$ cat src/rtl/ripple_count_sampler_pkg.sv
// ripple_count_sampler_pkg: shared FSM state type and default parameters for the ripple count sampler
package ripple_count_sampler_pkg;
   typedef enum logic [1:0] {IDLE, SETTLE, CAPTURE, HOLD} state_t;
   localparam int CW_D = 4;
   localparam int ACC_W_D = 16;
   localparam int STABLE_N_D = 2;
   localparam int SETTLE_MAX_D = 15;
endpackage

$ cat src/rtl/ripple_count_sampler_if.sv
// ripple_count_sampler_if: valid/ready result channel carrying the captured delta and running total
interface ripple_count_sampler_if
   import ripple_count_sampler_pkg::*;
   #(parameter int CW = CW_D, parameter int ACC_W = ACC_W_D);
   logic out_valid;
   logic out_ready;
   logic [CW-1:0] out_delta;
   logic [ACC_W-1:0] out_total;
   modport master(output out_valid, out_delta, out_total, input out_ready);
   modport slave(input out_valid, out_delta, out_total, output out_ready);
endinterface

$ cat src/rtl/ripple_count_sampler_sync2.sv
// sync2_bus: two-flop bus synchronizer with asynchronous active-low reset
module sync2_bus #(parameter int W = 4) (
   input  logic         clock,
   input  logic         reset,
   input  logic [W-1:0] d,
   output logic [W-1:0] q
);
   logic [W-1:0] s1;
   always_ff @(posedge clock or negedge reset)
      if (!reset) begin
         s1 <= '0;
         q <= '0;
      end else begin
         s1 <= d;
         q <= s1;
      end
endmodule

$ cat src/rtl/ripple_count_sampler.sv
// ripple_count_sampler: synchronizes a ripple counter bus, waits for a stable value,
// and accumulates the modulo increment since the last capture into a saturating total
module ripple_count_sampler
   import ripple_count_sampler_pkg::*;
   #(parameter int CW = CW_D,
     parameter int ACC_W = ACC_W_D,
     parameter int STABLE_N = STABLE_N_D,
     parameter int SETTLE_MAX = SETTLE_MAX_D) (
   input  logic             clock,
   input  logic             reset,
   input  logic [CW-1:0]    rc_q,
   input  logic             sample_en,
   input  logic             clr,
   input  logic [ACC_W-1:0] threshold,
   ripple_count_sampler_if.master out,
   output logic             thr_hit,
   output logic             acc_ovf,
   output logic             settle_err
);
   localparam int SW = $clog2(SETTLE_MAX + 1);
   state_t state;
   logic [CW-1:0] sync2, prev, stable, last, delta, delta_c;
   logic [ACC_W-1:0] total, total_nx;
   logic [ACC_W:0] sum;
   logic [2:0] stable_cnt, stable_nx;
   logic [SW-1:0] settle_cnt, settle_nx;
   logic sat;
   sync2_bus #(.W(CW)) u_sync (.clock(clock), .reset(reset), .d(rc_q), .q(sync2));
   always_comb begin
      stable_nx = (sync2 == prev) ? stable_cnt + 3'd1 : 3'd0;
      settle_nx = settle_cnt + 1'b1;
      delta_c = stable - last;
      sum = {1'b0, total} + (ACC_W+1)'(delta_c);
      sat = sum[ACC_W];
      total_nx = sat ? '1 : sum[ACC_W-1:0];
   end
   assign out.out_delta = delta;
   assign out.out_total = total;
   // prev trails sync2 by one cycle regardless of state so the filter is primed on entry to SETTLE
   always_ff @(posedge clock or negedge reset)
      if (!reset) begin
         state <= IDLE;
         prev <= '0;
         stable <= '0;
         last <= '0;
         delta <= '0;
         total <= '0;
         stable_cnt <= '0;
         settle_cnt <= '0;
         thr_hit <= 1'b0;
         acc_ovf <= 1'b0;
         settle_err <= 1'b0;
         out.out_valid <= 1'b0;
      end else begin
         prev <= sync2;
         settle_err <= 1'b0;
         if (clr) begin
            state <= IDLE;
            total <= '0;
            thr_hit <= 1'b0;
            acc_ovf <= 1'b0;
            out.out_valid <= 1'b0;
            if (state == CAPTURE) last <= stable;
         end else
            case (state)
               IDLE:
                  if (sample_en) begin
                     state <= SETTLE;
                     stable_cnt <= '0;
                     settle_cnt <= '0;
                  end
               SETTLE: begin
                  settle_cnt <= settle_nx;
                  stable_cnt <= stable_nx;
                  if (stable_nx == 3'(STABLE_N)) begin
                     state <= CAPTURE;
                     stable <= sync2;
                  end else if (settle_nx == SW'(SETTLE_MAX)) begin
                     settle_err <= 1'b1;
                     state <= IDLE;
                  end
               end
               CAPTURE: begin
                  delta <= delta_c;
                  total <= total_nx;
                  last <= stable;
                  acc_ovf <= acc_ovf | sat;
                  thr_hit <= thr_hit | (total_nx >= threshold);
                  out.out_valid <= 1'b1;
                  state <= HOLD;
               end
               HOLD:
                  if (out.out_ready) begin
                     out.out_valid <= 1'b0;
                     state <= IDLE;
                  end
            endcase
      end
endmodule

$ cat src/flat_wrapper.sv
// flat-port wrapper written by rule: the top's interface ports become plain ports
module ripple_count_sampler_flat import ripple_count_sampler_pkg::*;
#(parameter int CW = CW_D,
     parameter int ACC_W = ACC_W_D,
     parameter int STABLE_N = STABLE_N_D,
     parameter int SETTLE_MAX = SETTLE_MAX_D)
  (clock, reset, rc_q, sample_en, clr, threshold, thr_hit, acc_ovf, settle_err, out_out_valid, out_out_delta, out_out_total, out_out_ready);
  ripple_count_sampler_if #(.CW(CW), .ACC_W(ACC_W)) out_i ();
  input  logic clock;
  input  logic reset;
  input  logic [CW-1:0] rc_q;
  input  logic sample_en;
  input  logic clr;
  input  logic [ACC_W-1:0] threshold;
  output logic thr_hit;
  output logic acc_ovf;
  output logic settle_err;
  output wire logic [$bits(out_i.out_valid)-1:0] out_out_valid;
  output wire logic [$bits(out_i.out_delta)-1:0] out_out_delta;
  output wire logic [$bits(out_i.out_total)-1:0] out_out_total;
  input wire logic [$bits(out_i.out_ready)-1:0] out_out_ready;
  assign out_out_valid = out_i.out_valid;
  assign out_out_delta = out_i.out_delta;
  assign out_out_total = out_i.out_total;
  assign out_i.out_ready = out_out_ready;
  ripple_count_sampler #(.CW(CW), .ACC_W(ACC_W), .STABLE_N(STABLE_N), .SETTLE_MAX(SETTLE_MAX)) u_core (.clock(clock), .reset(reset), .rc_q(rc_q), .sample_en(sample_en), .clr(clr), .threshold(threshold), .out(out_i), .thr_hit(thr_hit), .acc_ovf(acc_ovf), .settle_err(settle_err));
endmodule
$ cat config.mk
export PLATFORM = sky130hd
export DESIGN_NAME = ripple_count_sampler_flat
export DESIGN_NICKNAME = d
export VERILOG_FILES = /design/src/rtl/ripple_count_sampler_pkg.sv /design/src/rtl/ripple_count_sampler_if.sv /design/src/rtl/ripple_count_sampler_sync2.sv /design/src/rtl/ripple_count_sampler.sv /design/src/flat_wrapper.sv
export SDC_FILE = /design/constraint.sdc
export NUM_CORES = 1
export LEC_CHECK = 0
export CAP_MARGIN = 20
export CORE_MARGIN = 2
export CORE_UTILIZATION = 45
export CTS_BUF_LIST = sky130_fd_sc_hd__clkbuf_16
export CTS_CLUSTER_SIZE = 25
export DETAILED_ROUTE_END_ITERATION = 10
export DONT_BUFFER_PORTS = 1
export PLACE_DENSITY = 0.61
export SKIP_LAST_GASP = 1
export SLEW_MARGIN = 10
export SYNTH_ARGS = -nofsm -noshare
export SYNTH_HDL_FRONTEND = slang
export SYNTH_SLANG_ARGS = --single-unit
$ cat constraint.sdc
create_clock -name clock -period 3.87 [get_ports clock]
set_clock_uncertainty 0.2 [all_clocks]
set_input_delay 0 -clock clock [delete_from_list [all_inputs] [get_ports clock]]
set_output_delay 0 -clock clock [all_outputs]
set_load 0.01 [all_outputs]
==> results.toml <==
[status]
outcome = "finished, final reports clean"

[synth]
synth_cell_types = 55
synthAdderAreaFrac = 0.114
syn-num-nets = 377
synth_mux_area_frac = 0.0494
netlist_area_um2 = 3220
synthCells = 324
synth_ff_type = "dfrtp_1"
synth_edf_count = 0
ys_seq_area_frac = 0.412
async_flop_share = 1.00
synth_compound_area_frac = 0.157
synth_top_family_by_area = "simple AND/OR/NAND/NOR gates"
ys.warnings.count = 0
yosys.area_share.simple = 0.163
ys_ff_latch = 53
synth_xor_area_frac = 0.0490
syn-mean-instance-area_um2 = 9.93

[global_route]
antenna_found_initial = 0
grt_pass1_wl_mm = 11.9
grt_use_total = 0.199
gr-total-overflow = 0
grt_pass1_vias = 2443
grt_max_degree = 54

[floorplanning]
die_height_um = 88.6
rows = 30
core_area_um2 = 6870
die_area_um2 = 7840
io_pins = 49
die_w_um = 88.6
start_util = 0.468

[flow_run]
drv_cap = 0

[worst_hold_path]
hold_path.class = "primary input to register"
min_path_cells = 6

[power_and_ir_drop]
vdd_drop_max_uv = 201
pwr_density_cell_nw_per_um2 = 292
leakage_nw = 1.76
total_power_w = 0.00112

[sta]
fmax_mhz = 269
relSlewSlack = 0.358
final_hold_viol_count = 0
slew_violations = 0
tightest_slew_ns = 0.960
finalSetupViolCount = 0
finalCriticalPeriod_ns = 3.71
finalSetupTns_ns = 0
fin_crit_sh = 0.959
hold_ws_ns = 0.0251

[placement]
place_area_um2 = 3330
dp_hpwl_mm = 4.94
io_buffers = 0
gp_congestion = 0.851

[clocking]
cts.sink_count = 53
cts_inserted_buffers = 5
clk_path_buf_depth = 2
insertion_delay_ns = 0.29
cts_tree = "done"
clk_pin_slew_ns = 0.07
cts-root-buf = "clkbuf_16"
ctsHtreeMaxLevel = 2

[critical_path]
endpoint_kind = "register"
rrSetupSlack_ns = 0.16
critical_path_class = "register to register"
crit_required_ns = 3.85
worst-path-max-fanout = 4
cp.arrival_ns = 3.69
reg2regPathDepth = 17
crit_path_start_kind = "register"

[drt]
drt_iter0_drc = 101
routedWlPerCell_um = 16.4
drt-pass1-iter-count = 4
vias = 2523
via_per_inst = 5.64
wirelength_mm = 7.35
drcViolationCount = 0
drtAntennaViolNets = 0

[layout]
drive_above_1_share = 0.219
syn_to_final_growth_pct = 19.1
final_util = 0.558
layout_commonest_cell = "dfrtp_1"
final_area_um2 = 3830
layout_common_cells = "52 x dfrtp_1, 30 x nand2_1, 26 x inv_1"
antenna_cells = 0
nFillCells = 587
nets = 403
==> Yosys cell counts, types with 2 or more instances <==
cell	n	area, um2
nand2b_1	6	37.5
o21a_1	2	15.0
ha_1	26	325
nor3_1	10	50.1
o21ai_0	21	105
and4_1	3	26.3
buf_6	3	33.8
a211oi_1	5	37.5
xor2_1	5	43.8
a21oi_1	14	70.1
a41oi_1	2	17.5
nand2_1	30	113
nand2_2	2	12.5
clkbuf_1	4	15.0
and3_1	2	12.5
nand4_1	5	31.3
a31oi_1	6	37.5
nand3_1	9	45.0
fa_1	2	40.0
inv_1	27	101
o21ai_1	3	15.0
buf_4	3	22.5
o21bai_1	3	22.5
nor2_1	20	75.1
nand4_4	2	42.5
mux2_4	4	60.1
mux2i_1	2	20.0
xnor2_1	13	114
buf_2	2	10.0
o221a_2	2	22.5
dfrtp_1	53	1330
a21o_1	4	30.0
mux2_2	7	78.8
==> final timing paths <==
check | startpoint | end
setup reg to reg | u_core.stable[0] | u_core.thr_hit
max in group asynchronous | reset | u_core.stable[1]
setup / recovery | u_core.stable[0] | u_core.thr_hit
hold / removal | threshold[10] | u_core.thr_hit
hold reg to reg | u_core.u_sync.s1[2] | u_core.u_sync.q[2]
min in group asynchronous | reset | u_core.out.out_total[7]
==> worst max-delay path, cell delays in order (launching register included) <==
cell and delay (ns):
dfrtp_1 0.38, inv_1 0.07, ha_1 0.13, inv_1 0.06, fa_2 0.58, fa_2 0.29
nand3_4 0.11, buf_4 0.15, a211oi_4 0.33, xnor2_1 0.15, nand2_1 0.13, ha_4 0.25
o21a_1 0.18, o211ai_1 0.20, a31oi_1 0.09, o21ai_1 0.14, buf_4 0.12, o21ai_1 0.05
==> cells by family (layout without fill, tap and decap cells) <==
| group | after synthesis | after routing |
|---|---|---|
| and+or+nand+nor | 98 | 98 |
| buffers and inverters | 39 | 66 |
| muxes | 13 | 13 |
| xor gates and xnor gates | 18 | 18 |
| AOI/OAI and AO/OA | 75 | 75 |
| DFF | 53 | 53 |
| adders and majority gates | 28 | 28 |
==> routing by layer <==
| metal | vias up | part of all wire | global-route usage |
|---|---|---|---|
| li1 | 1198 | - | - |
| met1 | 1237 | 0.44 | 0.250 |
| met2 | 72 | 0.49 | 0.344 |
| met3 | 16 | 0.046 | 0.0466 |
| met4 | 0 | 0.023 | 0.0537 |
| met5 | - | 0 | 0 |
==> repair_timing <==
action / in CTS / in global routing
buffers inserted: 5 / 5
pin swaps: 5 / 19
gates resized for setup: 9 / 21
hold buffers: 11 / 0
endpoints found under the hold margin: 90 / 0
setup endpoints to repair: 1 / 1
cloned: 0 / 0
==> where the power goes <==
part	switching, W	internal, W	leakage [nW]
Clock	0.000216	0.000249	0.0767
Sequential	0.0000136	0.000567	0.708
Combinational	0.0000418	0.0000313	0.977
Total	0.000271	0.000848	1.76
==> cell type report <==
cell class,instances,area [um2],share of cell area
tap,96,120,0.0313
clock buffer,5,125,0.0326
multi-input combinational,232,1850,0.483
sequential,53,1330,0.346
inverter,27,101,0.0264
timing repair buffer,31,278,0.0725
clock inverter,3,28.8,0.00751
==> sequential cells by signal (all words and copies together) (netlist names), 2 cells and up <==
name and count:
u_core.out.out_total 16, u_core.last 4, u_core.out.out_delta 4, u_core.prev 4
u_core.settle_cnt 4, u_core.stable 4, u_core.u_sync.q 4, u_core.u_sync.s1 4
u_core.stable_cnt 3, u_core.state 2
==> through the flow <==
stage,setup slack [ns],cells
4_1_cts,0.00425,442
3_3_place_gp,-0.245,418
3_5_place_dp,-0.304,418
5_1_grt,-0.0820,447
2_1_floorplan,0.391,324
6_report,0.158,447
Note: power is estimated with default switching activity, not from simulation.
